**src/rtl/lane_dispatch.sv**
```systemverilog
// lane_dispatch: pulls bytes from the frame buffer read port and loads them into
// serializer lanes A/B/C according to the latched lane-mapping mode.
// One byte takes FETCH -> CAPTURE -> ISSUE, so each byte needs at least 3 cycles.
// LOAD_x, DATA_x and VALID are registered. They change on the clock edge that
// samples the target lanes' DONE high while in ISSUE.
module lane_dispatch #(
  parameter int unsigned AW = 10,
  parameter int unsigned DW = 8
) (
  input  logic          CLK_48MHZ,
  input  logic          RSTN,
  input  logic          EN,
  input  logic [1:0]    MODE,
  input  logic [AW:0]   WR_PTR,
  output logic          RD_EN,
  output logic [AW-1:0] RD_ADDR,
  input  logic [DW-1:0] RD_DATA,
  output logic [AW:0]   RD_PTR,
  output logic          EMPTY,
  input  logic          DONE_A,
  input  logic          DONE_B,
  input  logic          DONE_C,
  output logic          LOAD_A,
  output logic          LOAD_B,
  output logic          LOAD_C,
  output logic [DW-1:0] DATA_A,
  output logic [DW-1:0] DATA_B,
  output logic [DW-1:0] DATA_C,
  output logic          VALID
);

  localparam int unsigned PW = AW + 1;
  localparam int unsigned NL = 3;

  localparam logic [1:0] S_IDLE    = 2'd0;
  localparam logic [1:0] S_FETCH   = 2'd1;
  localparam logic [1:0] S_CAPTURE = 2'd2;
  localparam logic [1:0] S_ISSUE   = 2'd3;

  localparam logic [1:0] MODE_BCAST  = 2'b00;
  localparam logic [1:0] MODE_RR     = 2'b01;
  localparam logic [1:0] MODE_A_ONLY = 2'b10;
  localparam logic [1:0] MODE_AB     = 2'b11;

  localparam logic [1:0] LANE_A = 2'd0;
  localparam logic [1:0] LANE_B = 2'd1;
  localparam logic [1:0] LANE_C = 2'd2;

  localparam logic [NL-1:0] MASK_A   = 3'b001;
  localparam logic [NL-1:0] MASK_B   = 3'b010;
  localparam logic [NL-1:0] MASK_C   = 3'b100;
  localparam logic [NL-1:0] MASK_ALL = 3'b111;

  logic [1:0]    r_state;
  logic [1:0]    w_next_state;
  logic          w_issue;
  logic          w_lanes_ready;
  logic [NL-1:0] w_done;
  logic [NL-1:0] w_target;
  logic [1:0]    w_ptr_next;

  logic [1:0]    r_mode;
  logic [1:0]    r_lane_ptr;
  logic [PW-1:0] r_rd_ptr;
  logic          r_rd_en;
  logic [AW-1:0] r_rd_addr;
  logic [DW-1:0] r_hold;
  logic [NL-1:0] r_load;
  logic [DW-1:0] r_data_a;
  logic [DW-1:0] r_data_b;
  logic [DW-1:0] r_data_c;
  logic          r_valid;

  assign w_done = {DONE_C, DONE_B, DONE_A};
  assign EMPTY  = (r_rd_ptr == WR_PTR);

  // Lanes that the current byte goes to, based on the mode latched in IDLE.
  always_comb begin
    w_target = MASK_A;
    case (r_mode)
      MODE_BCAST:  w_target = MASK_ALL;
      MODE_A_ONLY: w_target = MASK_A;
      MODE_RR,
      MODE_AB: begin
        case (r_lane_ptr)
          LANE_A:  w_target = MASK_A;
          LANE_B:  w_target = MASK_B;
          LANE_C:  w_target = MASK_C;
          default: w_target = MASK_A;
        endcase
      end
      default:     w_target = MASK_A;
    endcase
  end

  assign w_lanes_ready = ((w_done & w_target) == w_target);

  // Lane pointer after a load: round-robin A->B->C, alternate A<->B, fixed otherwise.
  always_comb begin
    w_ptr_next = r_lane_ptr;
    case (r_mode)
      MODE_RR: begin
        case (r_lane_ptr)
          LANE_A:  w_ptr_next = LANE_B;
          LANE_B:  w_ptr_next = LANE_C;
          default: w_ptr_next = LANE_A;
        endcase
      end
      MODE_AB:     w_ptr_next = (r_lane_ptr == LANE_A) ? LANE_B : LANE_A;
      default:     w_ptr_next = r_lane_ptr;
    endcase
  end

  // Next-state logic; w_issue marks the cycle in which the target lanes get loaded.
  always_comb begin
    w_next_state = r_state;
    w_issue      = 1'b0;
    case (r_state)
      S_IDLE: begin
        if (EN && !EMPTY) w_next_state = S_FETCH;
      end
      S_FETCH:   w_next_state = S_CAPTURE;
      S_CAPTURE: w_next_state = S_ISSUE;
      S_ISSUE: begin
        if (w_lanes_ready) begin
          w_issue      = 1'b1;
          w_next_state = (EN && !EMPTY) ? S_FETCH : S_IDLE;
        end
      end
      default:   w_next_state = S_IDLE;
    endcase
  end

  // State register.
  always_ff @(posedge CLK_48MHZ or negedge RSTN) begin
    if (!RSTN) r_state <= S_IDLE;
    else       r_state <= w_next_state;
  end

  // Mode is sampled only in IDLE. A mode change sends the lane pointer back to A.
  always_ff @(posedge CLK_48MHZ or negedge RSTN) begin
    if (!RSTN) begin
      r_mode     <= MODE_BCAST;
      r_lane_ptr <= LANE_A;
    end else if (r_state == S_IDLE) begin
      r_mode <= MODE;
      if (MODE != r_mode) r_lane_ptr <= LANE_A;
    end else if (w_issue) begin
      r_lane_ptr <= w_ptr_next;
    end
  end

  // Buffer read port: a one-cycle strobe in FETCH, then capture and advance in CAPTURE.
  always_ff @(posedge CLK_48MHZ or negedge RSTN) begin
    if (!RSTN) begin
      r_rd_en   <= 1'b0;
      r_rd_addr <= '0;
      r_rd_ptr  <= '0;
      r_hold    <= '0;
    end else begin
      r_rd_en <= (w_next_state == S_FETCH);
      if (w_next_state == S_FETCH) r_rd_addr <= r_rd_ptr[AW-1:0];
      if (r_state == S_CAPTURE) begin
        r_hold   <= RD_DATA;
        r_rd_ptr <= r_rd_ptr + PW'(1);
      end
    end
  end

  // Lane load pulses and held lane data; non-target lanes keep their byte.
  always_ff @(posedge CLK_48MHZ or negedge RSTN) begin
    if (!RSTN) begin
      r_load   <= '0;
      r_data_a <= '0;
      r_data_b <= '0;
      r_data_c <= '0;
    end else begin
      r_load <= w_issue ? w_target : '0;
      if (w_issue && w_target[0]) r_data_a <= r_hold;
      if (w_issue && w_target[1]) r_data_b <= r_hold;
      if (w_issue && w_target[2]) r_data_c <= r_hold;
    end
  end

  // Frame-active flag. It rises with the first load and drops once the block is drained and all lanes are idle.
  always_ff @(posedge CLK_48MHZ or negedge RSTN) begin
    if (!RSTN) begin
      r_valid <= 1'b0;
    end else if (w_issue) begin
      r_valid <= 1'b1;
    end else if ((r_state == S_IDLE) && EMPTY && (&w_done)) begin
      r_valid <= 1'b0;
    end
  end

  assign RD_EN   = r_rd_en;
  assign RD_ADDR = r_rd_addr;
  assign RD_PTR  = r_rd_ptr;
  assign LOAD_A  = r_load[0];
  assign LOAD_B  = r_load[1];
  assign LOAD_C  = r_load[2];
  assign DATA_A  = r_data_a;
  assign DATA_B  = r_data_b;
  assign DATA_C  = r_data_c;
  assign VALID   = r_valid;

endmodule

```
**config.mk**
```make
export PLATFORM = sky130hd
export DESIGN_NAME = lane_dispatch
export DESIGN_NICKNAME = d
export VERILOG_FILES = /design/src/rtl/lane_dispatch.sv
export SDC_FILE = /design/constraint.sdc
export NUM_CORES = 1
export LEC_CHECK = 0
export CORE_ASPECT_RATIO = 1.75
export CORE_MARGIN = 2
export CORE_UTILIZATION = 50
export DETAILED_ROUTE_END_ITERATION = 6
export DONT_BUFFER_PORTS = 1
export GPL_TIMING_DRIVEN = 0
export PLACE_DENSITY_LB_ADDON = 0.15
export SLEW_MARGIN = 30
export SYNTH_ARGS = -nofsm -noshare
export SYNTH_HDL_FRONTEND = slang
export SYNTH_SLANG_ARGS = --single-unit
```
**constraint.sdc**
```tcl
create_clock -name CLK_48MHZ -period 3.39 [get_ports CLK_48MHZ]
set_clock_uncertainty 0.2 [all_clocks]
set_input_delay 0.339 -clock CLK_48MHZ [delete_from_list [all_inputs] [get_ports CLK_48MHZ]]
set_output_delay 0.339 -clock CLK_48MHZ [all_outputs]
set_load 0.02 [all_outputs]
```
==> impl_metrics.json, run 1 <==
{
  "portBuffers": 0,
  "gr-total-overflow": 0,
  "leakagePower_uw": 0.00146,
  "globalplace.congestion": 0.819,
  "critical_path_class": "register to output pin",
  "synth_enable_flop_cells": 0,
  "vias": 1634,
  "period_share": 0.697,
  "setup-tns-final_ns": 0,
  "route.detailed.vias_per_inst": 5.46,
  "clkLatencyLatePin_ns": 0.33,
  "netlist_area_um2": 2770,
  "route.detailed.wl_per_inst_um": 18.4,
  "hold_viol": 0,
  "htree_levels": 3,
  "clock_tree_from_tritoncts": "done",
  "ctsRootBufferMaster": "sky130_fd_sc_hd__clkbuf_8",
  "peakVddDrop_mv": 0.518,
  "seq_power_share": 0.536,
  "num-fill-cells": 431,
  "setup_viol": 0,
  "cp_data_required_time_ns": 2.85,
  "yosys_register_bits": 64,
  "clk_pin_slew_worst_paths_ns": 0.07,
  "dieWidth_um": 60.3,
  "place_worst_setup_slack_ns": 1.10,
  "post_detailed_placement_half_perimeter_wirelength_um": 3810,
  "final.min_clock_period_ns": 2.36,
  "mostFrequentLayoutCell": "sky130_fd_sc_hd__dfrtp_1",
  "top_level_ports": 78,
  "regToRegStartpoint": "RD_PTR[3]",
  "initial_util": 0.523,
  "ctsLongestPathBuffers": 2,
  "layout-drive-gt1-share": 0.298,
  "cp_max_fo": 7,
  "drt_drc_violations_left": 0,
  "r2r_slack_ns": 1.13,
  "arrival_ns": 1.82,
  "run_status": "finished clean",
  "critical_path.endpoint": "EMPTY",
  "timing.hold.ws_ns": 0.0143,
  "antenna_found_initial": 0,
  "instance_count_of_the_mapped_netlist": 197,
  "postSynth.topFlopCell": "sky130_fd_sc_hd__dfrtp_1",
  "n_antenna_cell": 0,
  "die_height_um": 102,
  "achievable-frequency_ghz": 0.423,
  "syn-num-nets": 228,
  "ys_seq_area_frac": 0.578,
  "total_routed_wirelength_um": 5500,
  "power_density_nw_per_um2": 921,
  "pwr-share-clk": 0.211,
  "slew_violations": 0,
  "slew_margin_rel": 0.604,
  "detail_route.iter0.violations": 59,
  "synth.avg_cell_area_um2": 14.1,
  "placeableCoreArea_um2": 5300,
  "switching_power_uw": 1110,
  "worstRegToRegCells": 6,
  "grt_setup_unrepaired": "false",
  "dr.pass1.iters": 4,
  "cts-buffers-inserted": 9,
  "worstSetupEndpointType": "output pin",
  "grt_use_total": 0.194,
  "grt_pass1_vias": 1723,
  "startpoint_of_the_most_critical_setup_path": "RD_PTR[3]",
  "largest_net_degree_at_the_start_of_global_routing": 65,
  "synth_cell_types": 31,
  "yosys_warnings": 0,
  "postLayoutSetupSlackWorst_ns": 1.03,
  "die_outline_area_um2": 6170,
  "cts_sinks": 64,
  "net_switching_share_of_the_total_power": 0.377,
  "synthToLayoutAreaGrowth_pct": 15.4,
  "max_slew.worst_pin.slew_ns": 0.592,
  "p_int_uw": 1830,
  "postRouteAntennaNets": 0,
  "timing.hold.worst.class": "input port to register",
  "site_rows": 35,
  "ys_async_sr_fraction": 1.00,
  "worst_r2r_endpoint": "RD_ADDR[7]",
  "final_nets": 252,
  "max-cap-violations": 0,
  "commonest_cells_after_routing_fill_and_taps_aside": "sky130_fd_sc_hd__dfrtp_1, sky130_fd_sc_hd__mux2_2, sky130_fd_sc_hd__xor2_1, sky130_fd_sc_hd__dlygate4sd3_1, sky130_fd_sc_hd__clkbuf_8",
  "power_frac_comb": 0.253,
  "grt_first_pass_wirelength_um": 8560,
  "start_kind": "register"
}
-- worst min-delay path by stage --
stage	start	end	slack, ns	depth (start not counted)
global route	DONE_A	VALID	0.04	3
floorplan	RSTN	DATA_A[0]	-0.16	0
global placement	RSTN	r_state[0]	-0.15	0
finish	DONE_A	VALID	0.01	3
CTS	DONE_A	VALID	0.003	3
detailed placement	RSTN	VALID	-0.16	0
-- flip-flops by register name, summed over array words and instances, names as in the netlist, 2 cells and up --
signal and flops:
RD_PTR 11, RD_ADDR 10, DATA_A 8, DATA_B 8, DATA_C 8, r_hold 8
r_load 3, r_lane_ptr 2, r_mode 2, r_state 2
-- cell usage after synthesis, types with 2 or more instances --
cell type | number | share of area
sky130_fd_sc_hd__nor2b_1 | 2 | 0.0045
sky130_fd_sc_hd__a32o_1 | 2 | 0.0072
sky130_fd_sc_hd__nor3_1 | 2 | 0.0036
sky130_fd_sc_hd__ha_1 | 4 | 0.018
sky130_fd_sc_hd__nor4_1 | 3 | 0.0068
sky130_fd_sc_hd__buf_6 | 2 | 0.0081
sky130_fd_sc_hd__xnor2_1 | 6 | 0.019
sky130_fd_sc_hd__nor2b_4 | 2 | 0.0099
sky130_fd_sc_hd__nand2_1 | 8 | 0.011
sky130_fd_sc_hd__xor2_1 | 16 | 0.051
sky130_fd_sc_hd__o21ai_0 | 4 | 0.0072
sky130_fd_sc_hd__inv_1 | 9 | 0.012
sky130_fd_sc_hd__nand3_1 | 6 | 0.011
sky130_fd_sc_hd__mux2_4 | 9 | 0.049
sky130_fd_sc_hd__nand4_1 | 3 | 0.0068
sky130_fd_sc_hd__mux2_2 | 35 | 0.14
sky130_fd_sc_hd__dfrtp_1 | 64 | 0.58
sky130_fd_sc_hd__nor2_1 | 7 | 0.0095
-- per-stage QoR --
stage | util | cell area (um^2) | cells | power [uW]
floorplan | - | 2770 | 197 | 2120
global placement | 0.540 | 2860 | 271 | 2270
finish | 0.603 | 3200 | 299 | 2940
detailed placement | 0.540 | 2860 | 271 | 2320
global route | 0.603 | 3200 | 299 | 3120
CTS | 0.603 | 3200 | 299 | 2980
-- worst max-delay path: stages (launching register included) --
cell and delay [ns]:
sky130_fd_sc_hd__dfrtp_1 0.53, sky130_fd_sc_hd__xor2_1 0.24, sky130_fd_sc_hd__nor4_1 0.29, sky130_fd_sc_hd__nand3_1 0.23, sky130_fd_sc_hd__inv_1 0.22
-- power groups by stage --
| stage | Sequential (uW) | Combinational (uW) | Clock, uW |
|---|---|---|---|
| final | 1580 | 746 | 620 |
| after global routing | 1620 | 821 | 671 |
| after CTS | 1590 | 758 | 636 |
| after detailed placement | 1600 | 722 | 0 |
| after global placement | 1580 | 688 | 0 |
| after floorplan | 1500 | 612 | 0 |
-- repair_timing --
item / 4_1_cts / 5_1_grt
hold buffers: 13 / 0
setup buffers: 0 / 0
resized for setup: 0 / 0
hold endpoints to repair: 75 / 0
-- per-layer routing --
layer  track usage  routed length (um)  share of wire
met5             0                   0              0
met3        0.0506                 361          0.066
met2         0.345                3060           0.56
met4         0.103                 107          0.019
met1         0.201                1970           0.36
-- layout make-up --
class	count	area, um^2	area share
buffer	3	27.5	0.00861
clock buffer	11	141	0.0442
clock inverter	4	45.0	0.0141
inverter	9	33.8	0.0106
multi-input combinational	121	1110	0.346
sequential	64	1600	0.501
tap	74	92.6	0.0290
timing repair buffer	13	148	0.0462
-- kinds of logic (layout without fill, tap and decap cells) --
group           count (synthesis)  after routing  synth area share
xor+xnor                       22             22            0.0696
buf+inv                        12             40            0.0221
fa+ha+maj                       4              4            0.0181
compound gates                 15             15            0.0488
simple gates                   36             36            0.0719
flops                          64             64             0.578
mux                            44             44             0.191
Note: power is estimated with default switching activity, not from simulation.
==> run 2, diff against run 1 <==
clock period = 2.3 ns   (was 3.39 ns; I/O delays follow)
==> impl_metrics.json, run 2 (synthesis gave the netlist of run 1 again) <==
{
  "leakagePower_uw": 0.00147,
  "die_outline_area_um2": 6170,
  "post_detailed_placement_half_perimeter_wirelength_um": 3810,
  "cp_data_required_time_ns": 2.31,
  "p_int_uw": 2710,
  "hold_viol": 0,
  "ctsLongestPathBuffers": 2,
  "commonest_cells_after_routing_fill_and_taps_aside": "sky130_fd_sc_hd__dfrtp_1, sky130_fd_sc_hd__mux2_2, sky130_fd_sc_hd__xor2_1, sky130_fd_sc_hd__dlygate4sd3_1, sky130_fd_sc_hd__clkbuf_8",
  "r2r_slack_ns": 0.08,
  "final.min_clock_period_ns": 2.22,
  "arrival_ns": 2.23,
  "setup-tns-final_ns": 0,
  "antenna_found_initial": 0,
  "clk_pin_slew_worst_paths_ns": 0.07,
  "peakVddDrop_mv": 0.768,
  "timing.hold.worst.class": "input port to register",
  "startpoint_of_the_most_critical_setup_path": "r_lane_ptr[0]",
  "cts-buffers-inserted": 9,
  "largest_register_ffs": 11,
  "gr-total-overflow": 0,
  "num-fill-cells": 426,
  "detail_route.iter0.violations": 57,
  "critical_path_class": "register to register",
  "pwr-share-clk": 0.210,
  "mostFrequentLayoutCell": "sky130_fd_sc_hd__dfrtp_1",
  "switching_power_uw": 1660,
  "dr.pass1.iters": 4,
  "clkLatencyLatePin_ns": 0.33,
  "globalplace.congestion": 0.819,
  "achievable-frequency_ghz": 0.450,
  "grt_first_pass_wirelength_um": 8620,
  "fin_util": 0.614,
  "layout-drive-gt1-share": 0.328,
  "postRouteAntennaNets": 0,
  "total_routed_wirelength_um": 5580,
  "slew_violations": 0,
  "n_antenna_cell": 0,
  "worstSetupEndpointType": "register",
  "placeableCoreArea_um2": 5300,
  "top_level_ports": 78,
  "cp_max_fo": 10,
  "power_density_nw_per_um2": 1350,
  "max-cap-violations": 0,
  "vias": 1649,
  "worstRegToRegCells": 7,
  "net_switching_share_of_the_total_power": 0.380,
  "critical_path.endpoint": "RD_ADDR[7]",
  "max_slew.worst_pin.slew_ns": 0.493,
  "cts_sinks": 64,
  "clock_tree_from_tritoncts": "done",
  "die_height_um": 102,
  "regToRegStartpoint": "r_lane_ptr[0]",
  "setup_viol": 0,
  "dieWidth_um": 60.3,
  "ctsRootBufferMaster": "sky130_fd_sc_hd__clkbuf_8",
  "htree_levels": 3,
  "worst_r2r_endpoint": "RD_ADDR[7]",
  "grt_pass1_vias": 1742,
  "largest_net_degree_at_the_start_of_global_routing": 65,
  "run_status": "finished clean",
  "site_rows": 35,
  "portBuffers": 0,
  "drt_drc_violations_left": 0,
  "seq_power_share": 0.533,
  "period_share": 0.967,
  "route.detailed.vias_per_inst": 5.44,
  "initial_util": 0.523,
  "start_kind": "register",
  "synthToLayoutAreaGrowth_pct": 17.4,
  "final_nets": 256,
  "slew_margin_rel": 0.671,
  "grt_use_total": 0.196,
  "power_frac_comb": 0.257,
  "route.detailed.wl_per_inst_um": 18.4,
  "grt_setup_unrepaired": "false"
}
run 2: timing repair:
action	CTS	global route
hold buffers	16	0
gates resized for setup	0	8
setup buffers	0	1
hold endpoints to repair	76	0
endpoints found under the setup margin	0	35
run 2: final cells by class:
class	instances	area [um^2]	area share
clock buffers	11	141	0.0435
repair buffers	17	185	0.0569
clock inverters	4	45.0	0.0139
multi-input cells	121	1120	0.344
flip-flops and latches	64	1600	0.493
well taps	74	92.6	0.0285
plain buffers	3	31.3	0.00962
inverters	9	33.8	0.0104
run 2: metrics by stage:
| step | instance area [um^2] | setup WS [ns] | power (uW) | hold WS, ns | cells |
|---|---|---|---|---|---|
| 6_report | 3250 | 0.0754 | 4380 | 0.0397 | 303 |
| 5_1_grt | 3250 | 0.0108 | 4630 | 0.0447 | 303 |
| 4_1_cts | 3230 | 0.00317 | 4400 | 0.0297 | 302 |
| 3_5_place_dp | 2860 | 0.0149 | 3420 | -0.264 | 271 |
| 3_3_place_gp | 2860 | 0.0286 | 3340 | -0.264 | 271 |
| 2_1_floorplan | 2770 | 0.274 | 3120 | -0.266 | 197 |
run 2: worst min-delay path by stage:
stage,depth (start not counted),end,start
final,2,VALID,DONE_A
after detailed placement,0,VALID,RSTN
after global placement,0,r_state[0],RSTN
after CTS,2,VALID,DONE_A
after global routing,2,RD_EN,EN
after floorplan,0,DATA_A[0],RSTN
run 2: power groups by stage:
stage	combinational (uW)	sequential [uW]	clock, uW
floorplan	901	2220	0
global placement	1010	2330	0
detailed placement	1060	2350	0
CTS	1120	2340	938
global route	1230	2400	990
finish	1130	2330	917
run 2: critical path, cell delays in order (launching register included):
cell,delay (ns)
sky130_fd_sc_hd__dfrtp_1,0.38
sky130_fd_sc_hd__inv_1,0.08
sky130_fd_sc_hd__ha_1,0.33
sky130_fd_sc_hd__o221ai_2,0.27
sky130_fd_sc_hd__nor2_4,0.12
sky130_fd_sc_hd__o211a_1,0.26
sky130_fd_sc_hd__buf_8,0.16
sky130_fd_sc_hd__mux2_4,0.29
run 2: layer usage:
metal | wire length (um) | vias to the layer above | GRT usage
met5 | 0 | - | 0
met2 | 3110 | 58 | 0.351
li1 | - | 748 | -
met1 | 1990 | 835 | 0.200
met3 | 373 | 8 | 0.0506
met4 | 103 | 0 | 0.103
